$ cat src/rtl/mc_ctrl_if.sv
`default_nettype none
// +------------------------------------------------------------------+
// | mc_ctrl_if : control bus between mc_ctrl and the datapath        |
// | Rev 1.0                                                          |
// +------------------------------------------------------------------+
interface mc_ctrl_if;
    logic [31:0] instr;
    logic        zero;
    logic        pc_we;
    logic [1:0]  pc_src;
    logic        ir_we;
    logic        reg_we;
    logic [1:0]  reg_dst;
    logic [1:0]  wd_src;
    logic        alu_src_imm;
    logic [1:0]  alu_op;
    logic        mem_we;
    logic [1:0]  ext_mode;
    logic [2:0]  state;
    logic        instr_done;
    logic        illegal;

    modport master (
        input  instr, zero,
        output pc_we, pc_src, ir_we, reg_we, reg_dst, wd_src, alu_src_imm,
               alu_op, mem_we, ext_mode, state, instr_done, illegal
    );

    modport slave (
        output instr, zero,
        input  pc_we, pc_src, ir_we, reg_we, reg_dst, wd_src, alu_src_imm,
               alu_op, mem_we, ext_mode, state, instr_done, illegal
    );
endinterface
`default_nettype wire

$ cat src/rtl/mc_ctrl.sv
`default_nettype none
// +------------------------------------------------------------------+
// | mc_ctrl : multi-cycle FETCH/DECODE/EXEC/MEM/WB control unit      |
// | Rev 1.0                                                          |
// +------------------------------------------------------------------+
module mc_ctrl (
    input  wire logic clk,
    input  wire logic reset,
    mc_ctrl_if.master bus
);
    localparam logic [2:0] S_FETCH  = 3'd0;
    localparam logic [2:0] S_DECODE = 3'd1;
    localparam logic [2:0] S_EXEC   = 3'd2;
    localparam logic [2:0] S_MEM    = 3'd3;
    localparam logic [2:0] S_MEMWB  = 3'd4;
    localparam logic [2:0] S_WB     = 3'd5;

    localparam logic [5:0] OP_RTYPE = 6'b000000;
    localparam logic [5:0] OP_ORI   = 6'b001101;
    localparam logic [5:0] OP_LW    = 6'b100011;
    localparam logic [5:0] OP_SW    = 6'b101011;
    localparam logic [5:0] OP_BEQ   = 6'b000100;
    localparam logic [5:0] OP_LUI   = 6'b001111;
    localparam logic [5:0] OP_J     = 6'b000010;
    localparam logic [5:0] OP_JAL   = 6'b000011;
    localparam logic [5:0] FN_ADDU  = 6'b100001;
    localparam logic [5:0] FN_SUBU  = 6'b100011;
    localparam logic [5:0] FN_JR    = 6'b001000;

    logic [2:0] r_state;
    logic [2:0] w_next_state;
    logic [5:0] w_op;
    logic [5:0] w_funct;
    logic       w_rtype, w_addu, w_subu, w_jr, w_nop;
    logic       w_ori, w_lw, w_sw, w_beq, w_lui, w_j, w_jal, w_legal;

    logic       w_pc_we, w_ir_we, w_reg_we, w_mem_we, w_alu_src_imm;
    logic       w_instr_done, w_illegal;
    logic [1:0] w_pc_src, w_reg_dst, w_wd_src, w_alu_op, w_ext_mode;

    assign w_op    = bus.instr[31:26];
    assign w_funct = bus.instr[5:0];
    assign w_rtype = (w_op == OP_RTYPE);
    assign w_addu  = w_rtype && (w_funct == FN_ADDU);
    assign w_subu  = w_rtype && (w_funct == FN_SUBU);
    assign w_jr    = w_rtype && (w_funct == FN_JR);
    assign w_nop   = w_rtype && !(w_addu || w_subu || w_jr);
    assign w_ori   = (w_op == OP_ORI);
    assign w_lw    = (w_op == OP_LW);
    assign w_sw    = (w_op == OP_SW);
    assign w_beq   = (w_op == OP_BEQ);
    assign w_lui   = (w_op == OP_LUI);
    assign w_j     = (w_op == OP_J);
    assign w_jal   = (w_op == OP_JAL);
    assign w_legal = w_rtype || w_ori || w_lw || w_sw || w_beq || w_lui || w_j || w_jal;

    always_ff @(posedge clk) begin
        if (reset) r_state <= S_FETCH;
        else       r_state <= w_next_state;
    end

    // Encodings 6 and 7 fall into the default arm and recover to FETCH.
    always_comb begin
        w_next_state = S_FETCH;
        case (r_state)
            S_FETCH:  w_next_state = S_DECODE;
            S_DECODE: if (w_addu || w_subu || w_ori || w_lui || w_lw || w_sw || w_beq)
                          w_next_state = S_EXEC;
            S_EXEC:   if (w_addu || w_subu || w_ori || w_lui) w_next_state = S_WB;
                      else if (w_lw || w_sw)                  w_next_state = S_MEM;
            S_MEM:    if (w_lw) w_next_state = S_MEMWB;
            default:  w_next_state = S_FETCH;
        endcase
    end

    always_comb begin
        w_pc_we       = 1'b0;
        w_pc_src      = 2'd0;
        w_ir_we       = 1'b0;
        w_reg_we      = 1'b0;
        w_reg_dst     = 2'd0;
        w_wd_src      = 2'd0;
        w_alu_src_imm = 1'b0;
        w_alu_op      = 2'd0;
        w_mem_we      = 1'b0;
        w_instr_done  = 1'b0;
        w_illegal     = 1'b0;
        w_ext_mode    = 2'd0;
        if (r_state != S_FETCH) begin
            if (w_lui)                      w_ext_mode = 2'd2;
            else if (w_lw || w_sw || w_beq) w_ext_mode = 2'd1;
        end
        case (r_state)
            S_FETCH: begin
                w_ir_we = 1'b1;
                w_pc_we = 1'b1;
            end
            S_DECODE: begin
                if (w_j || w_jal) begin
                    w_pc_we  = 1'b1;
                    w_pc_src = 2'd2;
                end
                if (w_jal) begin
                    w_reg_we  = 1'b1;
                    w_reg_dst = 2'd2;
                    w_wd_src  = 2'd2;
                end
                if (w_jr) begin
                    w_pc_we  = 1'b1;
                    w_pc_src = 2'd3;
                end
                w_illegal    = !w_legal;
                w_instr_done = w_j || w_jal || w_jr || w_nop || !w_legal;
            end
            S_EXEC: begin
                w_alu_src_imm = w_ori || w_lui || w_lw || w_sw;
                if (w_subu || w_beq)     w_alu_op = 2'd1;
                else if (w_ori || w_lui) w_alu_op = 2'd2;
                if (w_beq) begin
                    w_pc_src     = 2'd1;
                    w_pc_we      = bus.zero;
                    w_instr_done = 1'b1;
                end
            end
            S_MEM: begin
                w_mem_we     = w_sw;
                w_instr_done = w_sw;
            end
            S_MEMWB: begin
                w_reg_we     = 1'b1;
                w_wd_src     = 2'd1;
                w_instr_done = 1'b1;
            end
            S_WB: begin
                w_reg_we     = 1'b1;
                w_reg_dst    = w_rtype ? 2'd1 : 2'd0;
                w_instr_done = 1'b1;
            end
            default: ;
        endcase
        // Reset suppresses every write and pulse regardless of the state held.
        if (reset) begin
            w_pc_we      = 1'b0;
            w_ir_we      = 1'b0;
            w_reg_we     = 1'b0;
            w_mem_we     = 1'b0;
            w_instr_done = 1'b0;
            w_illegal    = 1'b0;
        end
    end

    assign bus.pc_we       = w_pc_we;
    assign bus.pc_src      = w_pc_src;
    assign bus.ir_we       = w_ir_we;
    assign bus.reg_we      = w_reg_we;
    assign bus.reg_dst     = w_reg_dst;
    assign bus.wd_src      = w_wd_src;
    assign bus.alu_src_imm = w_alu_src_imm;
    assign bus.alu_op      = w_alu_op;
    assign bus.mem_we      = w_mem_we;
    assign bus.ext_mode    = w_ext_mode;
    assign bus.state       = r_state;
    assign bus.instr_done  = w_instr_done;
    assign bus.illegal     = w_illegal;
endmodule
`default_nettype wire

$ cat src/flat_wrapper.sv
// flat-port wrapper written by rule: the top's interface ports become plain ports
module mc_ctrl_flat 
  (clk, reset, bus_instr, bus_zero, bus_pc_we, bus_pc_src, bus_ir_we, bus_reg_we, bus_reg_dst, bus_wd_src, bus_alu_src_imm, bus_alu_op, bus_mem_we, bus_ext_mode, bus_state, bus_instr_done, bus_illegal);
  mc_ctrl_if bus_i ();
  input  wire logic clk;
  input  wire logic reset;
  input wire logic [$bits(bus_i.instr)-1:0] bus_instr;
  input wire logic [$bits(bus_i.zero)-1:0] bus_zero;
  output wire logic [$bits(bus_i.pc_we)-1:0] bus_pc_we;
  output wire logic [$bits(bus_i.pc_src)-1:0] bus_pc_src;
  output wire logic [$bits(bus_i.ir_we)-1:0] bus_ir_we;
  output wire logic [$bits(bus_i.reg_we)-1:0] bus_reg_we;
  output wire logic [$bits(bus_i.reg_dst)-1:0] bus_reg_dst;
  output wire logic [$bits(bus_i.wd_src)-1:0] bus_wd_src;
  output wire logic [$bits(bus_i.alu_src_imm)-1:0] bus_alu_src_imm;
  output wire logic [$bits(bus_i.alu_op)-1:0] bus_alu_op;
  output wire logic [$bits(bus_i.mem_we)-1:0] bus_mem_we;
  output wire logic [$bits(bus_i.ext_mode)-1:0] bus_ext_mode;
  output wire logic [$bits(bus_i.state)-1:0] bus_state;
  output wire logic [$bits(bus_i.instr_done)-1:0] bus_instr_done;
  output wire logic [$bits(bus_i.illegal)-1:0] bus_illegal;
  assign bus_i.instr = bus_instr;
  assign bus_i.zero = bus_zero;
  assign bus_pc_we = bus_i.pc_we;
  assign bus_pc_src = bus_i.pc_src;
  assign bus_ir_we = bus_i.ir_we;
  assign bus_reg_we = bus_i.reg_we;
  assign bus_reg_dst = bus_i.reg_dst;
  assign bus_wd_src = bus_i.wd_src;
  assign bus_alu_src_imm = bus_i.alu_src_imm;
  assign bus_alu_op = bus_i.alu_op;
  assign bus_mem_we = bus_i.mem_we;
  assign bus_ext_mode = bus_i.ext_mode;
  assign bus_state = bus_i.state;
  assign bus_instr_done = bus_i.instr_done;
  assign bus_illegal = bus_i.illegal;
  mc_ctrl u_core (.clk(clk), .reset(reset), .bus(bus_i));
endmodule
$ cat config.mk
export PLATFORM = sky130hd
export DESIGN_NAME = mc_ctrl_flat
export DESIGN_NICKNAME = d
export VERILOG_FILES = /design/src/rtl/mc_ctrl_if.sv /design/src/rtl/mc_ctrl.sv /design/src/flat_wrapper.sv
export SDC_FILE = /design/constraint.sdc
export NUM_CORES = 1
export LEC_CHECK = 0
export BUFFER_PORTS_ARGS = -buffer_cell sky130_fd_sc_hd__buf_4
export CAP_MARGIN = 20
export CORE_MARGIN = 2
export CORE_UTILIZATION = 29
export DETAILED_ROUTE_END_ITERATION = 16
export PLACE_DENSITY = 0.7
export SLEW_MARGIN = 10
export SYNTH_ARGS = -nofsm -noshare
export SYNTH_HDL_FRONTEND = slang
export SYNTH_SLANG_ARGS = --single-unit
$ cat constraint.sdc
create_clock -name clk -period 1.5 [get_ports clk]
set_clock_uncertainty 0.15 [all_clocks]
set_input_delay 0.15 -clock clk [delete_from_list [all_inputs] [get_ports clk]]
set_output_delay 0.15 -clock clk [all_outputs]
set_load 0.02 [all_outputs]
==> metrics.sh, run 1 <==
STATUS='stopped before the end'
STOP_STAGE='5_1_grt'
STOP_ERROR='[ERROR DPL-0033] detailed placement checks failed during check placement.'
CTS-ROOT-BUF='sky130_fd_sc_hd__clkbuf_4'
INITIAL_UTILIZATION=0.316
POST_CTS_HOLD_BUFFER_COUNT=0
CTS.SINK_COUNT=3
SYNTHDOMINANTCELLAREASHARE=0.123
CLOCK_TREE.BUFFER_DEPTH=2
SYNTH-WARNING-COUNT=0
CTS-HTREE-LEVELS=1
CORE.ROWCOUNT=14
COMMONEST_CELLS_IN_THE_NETLIST='10 x sky130_fd_sc_hd__nor2_1, 8 x sky130_fd_sc_hd__nand2_1, 7 x sky130_fd_sc_hd__a21oi_1'
DIE_X_UM=45.0
POSTGRTWORSTENDPOINT='bus_pc_src[0]'
DIE_Y_UM=45.0
SYNTH.LIB_CELLS_USED.DISTINCT=29
YOSYSSEQAREASHARE=0.123
HPWLAFTERDP_UM=1730
PLACE_INST=151
GRT_START_MAX_NET_PINS=10
YOSYS.AREA.TOP_TYPE='sky130_fd_sc_hd__dfxtp_1'
SYNTH.FF_LATCH_COUNT=3
NUMBER_OF_BUFFERS_INSERTED_DURING_CLOCK_TREE_SYNTHESIS=3
SYN-MEAN-INSTANCE-AREA_SQ_UM=6.24
SYN-NUM-NETS=113
DETAILEDPLACE.WORSTSLACK_NS=-0.326
POST-SYNTH-TOP-COUNT-CELL='sky130_fd_sc_hd__nor2_1'
GPL.FINAL_WEIGHTED_CONGESTION=0.848
BOUNDARYPINS=55
BUFFER_PORTS.INSERTED=34
SYNTHARSTFLOPSHARE=0
SYNTH.TOP_CELLS.BY_AREA='sky130_fd_sc_hd__dfxtp_1 12%, sky130_fd_sc_hd__nor2_1 7.7%, sky130_fd_sc_hd__a21oi_1 7.2%'
WORST-ENDPOINT-PIN-KIND='top-level output'
GRT_ANTENNA_BEFORE_REPAIR=0
NETLIST_AREA_SQ_UM=487
YOSYS_MOST_USED_DFF='sky130_fd_sc_hd__dfxtp_1'
SYNTH_ENABLE_FLOP_CELLS=0
SYNTH_CELLS=78
[through the flow]
stage,TNS [ns],instance area (sq um)
2_1_floorplan,-0.185,572
3_3_place_gp,-2.39,1020
3_5_place_dp,-2.83,1020
4_1_cts,-1.79,1280
[repair_timing]
action	CTS
endpoints found under the setup margin	18
setup buffers	8
gates resized for setup	46
pin swaps	23
cloned	0
[cell families after synthesis]
family / after synthesis / share of synthesized area
DFF: 3 / 0.123
and+or+nand+nor: 48 / 0.553
AOI/OAI and AO/OA: 19 / 0.260
buffers and inverters: 8 / 0.0642
==> run 2: changes to the inputs <==
- CORE_AREA: default -> 2 2 63 65
- CORE_MARGIN: 2 -> default
- CORE_UTILIZATION: 29 -> default
- DIE_AREA: default -> 0 0 65 67
- PLACE_DENSITY: 0.7 -> default
- PLACE_DENSITY_LB_ADDON: default -> 0.15
- clock period: 1.5 -> 2 ns (I/O delays scaled with it)
==> run 2 against run 1 <==
  * The run now ends clean
  * Synthesized cell count stayed put
  * Area after synthesis did not move
==> metrics.sh, run 2 <==
STATUS='complete, no violations'
CLOCK_TREE.BUFFER_DEPTH=2  # unchanged
TIMING.FINAL.WS_SETUP_NS=0.101
GRT_START_MAX_NET_PINS=13
SETUP_TNS_NS=0
DIE_AREA_SQ_UM=4360
CRITPATHMAXFANOUT=4
POSTROUTEANTENNANETS=0
CRIT_TYPE='in2out'
NUMBER_OF_BUFFERS_INSERTED_DURING_CLOCK_TREE_SYNTHESIS=3  # unchanged
RSZ0062_AT_GRT='no'
LENGTH_OF_THE_FIRST_DETAILED_ROUTING_PASS_IN_ITERATIONS=4
DIE_Y_UM=67  # +49%
FINALNETCOUNT=155
SYN-MEAN-INSTANCE-AREA_SQ_UM=6.24  # unchanged
LAYOUT.FILLER_CELLS=411
SYNTHDOMINANTCELLAREASHARE=0.123  # unchanged
DETAILEDPLACE.WORSTSLACK_NS=0.0510  # +0.377 ns
SYN-NUM-NETS=113  # unchanged
CORE_REGION_AREA_SQ_UM=3610
POST-SYNTH-TOP-COUNT-CELL='sky130_fd_sc_hd__nor2_1'
TIMING.FMAX_GHz=0.527
CTS-HTREE-LEVELS=1  # unchanged
REMAINING_ROUTING_DRC_VIOLATIONS=0
AREA_DELTA_SYNTH_FINAL_PCT=87.4
FINAL_COMMON_CELL='sky130_fd_sc_hd__buf_4'
INITIALDRTVIOLATIONCOUNT=15
TIMING.MAX_SLEW.REL_SLACK=0.717
LARGEST_REG_FLOPS=3
GRT_ANTENNA_BEFORE_REPAIR=0
CTS_RESIZED=0  # -100%
FIRST_GLOBAL_VIAS=695
RR_STARTPOINT='u_core.bus.state[1]'
SYNTH.TOP_CELLS.BY_AREA='sky130_fd_sc_hd__dfxtp_1 12%, sky130_fd_sc_hd__nor2_1 7.7%, sky130_fd_sc_hd__a21oi_1 7.2%'
FINALNONFILLERCELLS=167
R2R_CELLS=4
GLOBAL_ROUTE.PEAK_USAGE_LAYER='met2'
SETUP_VIOL=0
WORSTHOLDSTART='reset'
MAXCAPVIOLATIONS=0
SYNTH-WARNING-COUNT=0  # unchanged
POST-CTS-SETUP-BUFFERS=0  # -8
USE_MET3=0.0101
FINAL_WORST_PATH_CYCLE_SHARE=0.949
SYNTH.LIB_CELLS_USED.DISTINCT=29  # unchanged
MET2_TRACK_DEMAND_OVER_RESOURCE=0.160
WORST_SETUP_HOLD_PATH_CLK_SLEW_NS=0.03
HP-CLASS='in2reg'
SYNTH_CELLS=78  # unchanged
TRITONCTS='built'
CLK_LATENCY_NS=0.22
YOSYS.AREA.TOP_TYPE='sky130_fd_sc_hd__dfxtp_1'
BOUNDARYPINS=55  # unchanged
NETLIST_AREA_SQ_UM=487  # unchanged
NUMBER_OF_ANTENNA_DIODES=0
SYNTHARSTFLOPSHARE=0  # unchanged
FINAL-MAX-SLEW-VIOLATION-COUNT=0
CRITPATHARRIVALTIME_NS=1.55
WL_PER_CELL_UM=12.1
CTS.SINK_COUNT=3  # unchanged
DR_TOTAL_VIAS=712
FRACTION_OF_LAYOUT_CELLS_WITH_A_SIZE_SUFFIX_ABOVE_1=0.445
CRITPATHREQUIREDTIME_NS=1.65
HOLD_PATH_DEPTH=2
SYNTH_ENABLE_FLOP_CELLS=0  # unchanged
LAYOUT_COMMON_CELLS='42 x sky130_fd_sc_hd__buf_4, 10 x sky130_fd_sc_hd__nor2_1, 8 x sky130_fd_sc_hd__nand2_1'
COMMONEST_CELLS_IN_THE_NETLIST='10 x sky130_fd_sc_hd__nor2_1, 8 x sky130_fd_sc_hd__nand2_1, 7 x sky130_fd_sc_hd__a21oi_1'
GLOBAL_ROUTE.USAGE.TOTAL=0.0900
FINALHOLDVIOLCOUNT=0
GROUTE.LAYER.MET1.USAGE=0.111
YOSYSSEQAREASHARE=0.123  # unchanged
HPWLAFTERDP_UM=1650  # -4.8%
CORE.ROWCOUNT=22  # +8
GPL.FINAL_WEIGHTED_CONGESTION=0.749  # -12%
P_LEAK_uW=0.000400
CTS-ROOT-BUF='sky130_fd_sc_hd__clkbuf_8'
WORST_SLEW_PIN_SLEW_NS=0.424
ENDPOINT_KIND='output port'
VIASPERCELL=4.26
DRT_WL_TOTAL_UM=2030
POST_CTS_HOLD_BUFFER_COUNT=0  # unchanged
YOSYS_MOST_USED_DFF='sky130_fd_sc_hd__dfxtp_1'
BUFFER_PORTS.INSERTED=34  # unchanged
CRITPATHLAUNCHTYPE='primary input'
GLOBAL_ROUTE_WIRE_LENGTH_BEFORE_REPAIR_UM=3110
DIE_X_UM=65  # +45%
SYNTH.FF_LATCH_COUNT=3  # unchanged
CP-STARTPOINT='bus_instr[31]'
PWR_DENSITY_CELL_nW_PER_UM2=389
PLACE_INST=163  # +7.9%
FINAL_PERIOD_MINUS_WORST_SETUP_SLACK_NS=1.90
WORST_IR_DROP_VDD_V=0.000145
INITIAL_UTILIZATION=0.135  # -0.181
GRT.OVERFLOW.TOTAL=0
[run 2: kinds of logic (layout without fill, tap and decap cells)]
| logic type | Yosys count | after routing | synth area share |
|---|---|---|---|
| AND/OR/NAND/NOR | 48 | 48 | 0.553 |
| AO/OA/AOI/OAI | 19 | 19 | 0.260 |
| buffers and inverters | 8 | 49 | 0.0642 |
| flip-flops | 3 | 3 | 0.123 |
[run 2: final timing paths]
| kind | endpoint | slack [ns] |
|---|---|---|
| hold / removal | u_core.bus.state[2] | 0.07 |
| setup reg to reg | u_core.bus.state[2] | 0.46 |
| hold reg to reg | u_core.bus.state[1] | 0.53 |
| setup / recovery | bus_instr_done | 0.10 |
[run 2: through the flow]
stage                     hold WS [ns]  area (sq um)  total power [uW]   util
after floorplan                  0.256           493               113      -
after global placement           0.303           848               171  0.235
after detailed placement         0.310           848               171  0.235
after CTS                       0.0747           893               358  0.248
after global routing            0.0799           912               369  0.253
final                           0.0723           912               355  0.253
[run 2: critical path, cell delays in order]
cell,delay [ns]
sky130_fd_sc_hd__buf_4,0.12
sky130_fd_sc_hd__or3_1,0.41
sky130_fd_sc_hd__nor4_2,0.15
sky130_fd_sc_hd__a21oi_1,0.12
sky130_fd_sc_hd__a21o_1,0.19
sky130_fd_sc_hd__a31oi_1,0.18
sky130_fd_sc_hd__buf_4,0.17
[run 2: where the power goes]
group / switching [uW] / total (uW) / internal [uW]
clock: 46.1 / 183 / 136
sequential: 5.78 / 68.4 / 62.6
combinational: 53.0 / 104 / 51.1
total: 105 / 355 / 250
[run 2: area by class of cell]
type / instances / area [sq um] / share of cell area
clock buffers: 4 / 45.0 / 0.0494
inverters: 3 / 11.3 / 0.0123
multi-input cells: 67 / 419 / 0.460
flip-flops and latches: 3 / 61.3 / 0.0672
well taps: 48 / 60.1 / 0.0658
repair buffers: 42 / 315 / 0.346
[run 2: layer usage]
layer | share of wire | vias to the layer above | wire (um)
li1 | - | 368 | -
met5 | 0 | - | 0
met1 | 0.44 | 321 | 898
met4 | 0.011 | 0 | 22
met3 | 0.059 | 2 | 119
met2 | 0.49 | 21 | 988
No activity file was read; power rests on OpenSTA's default activity.
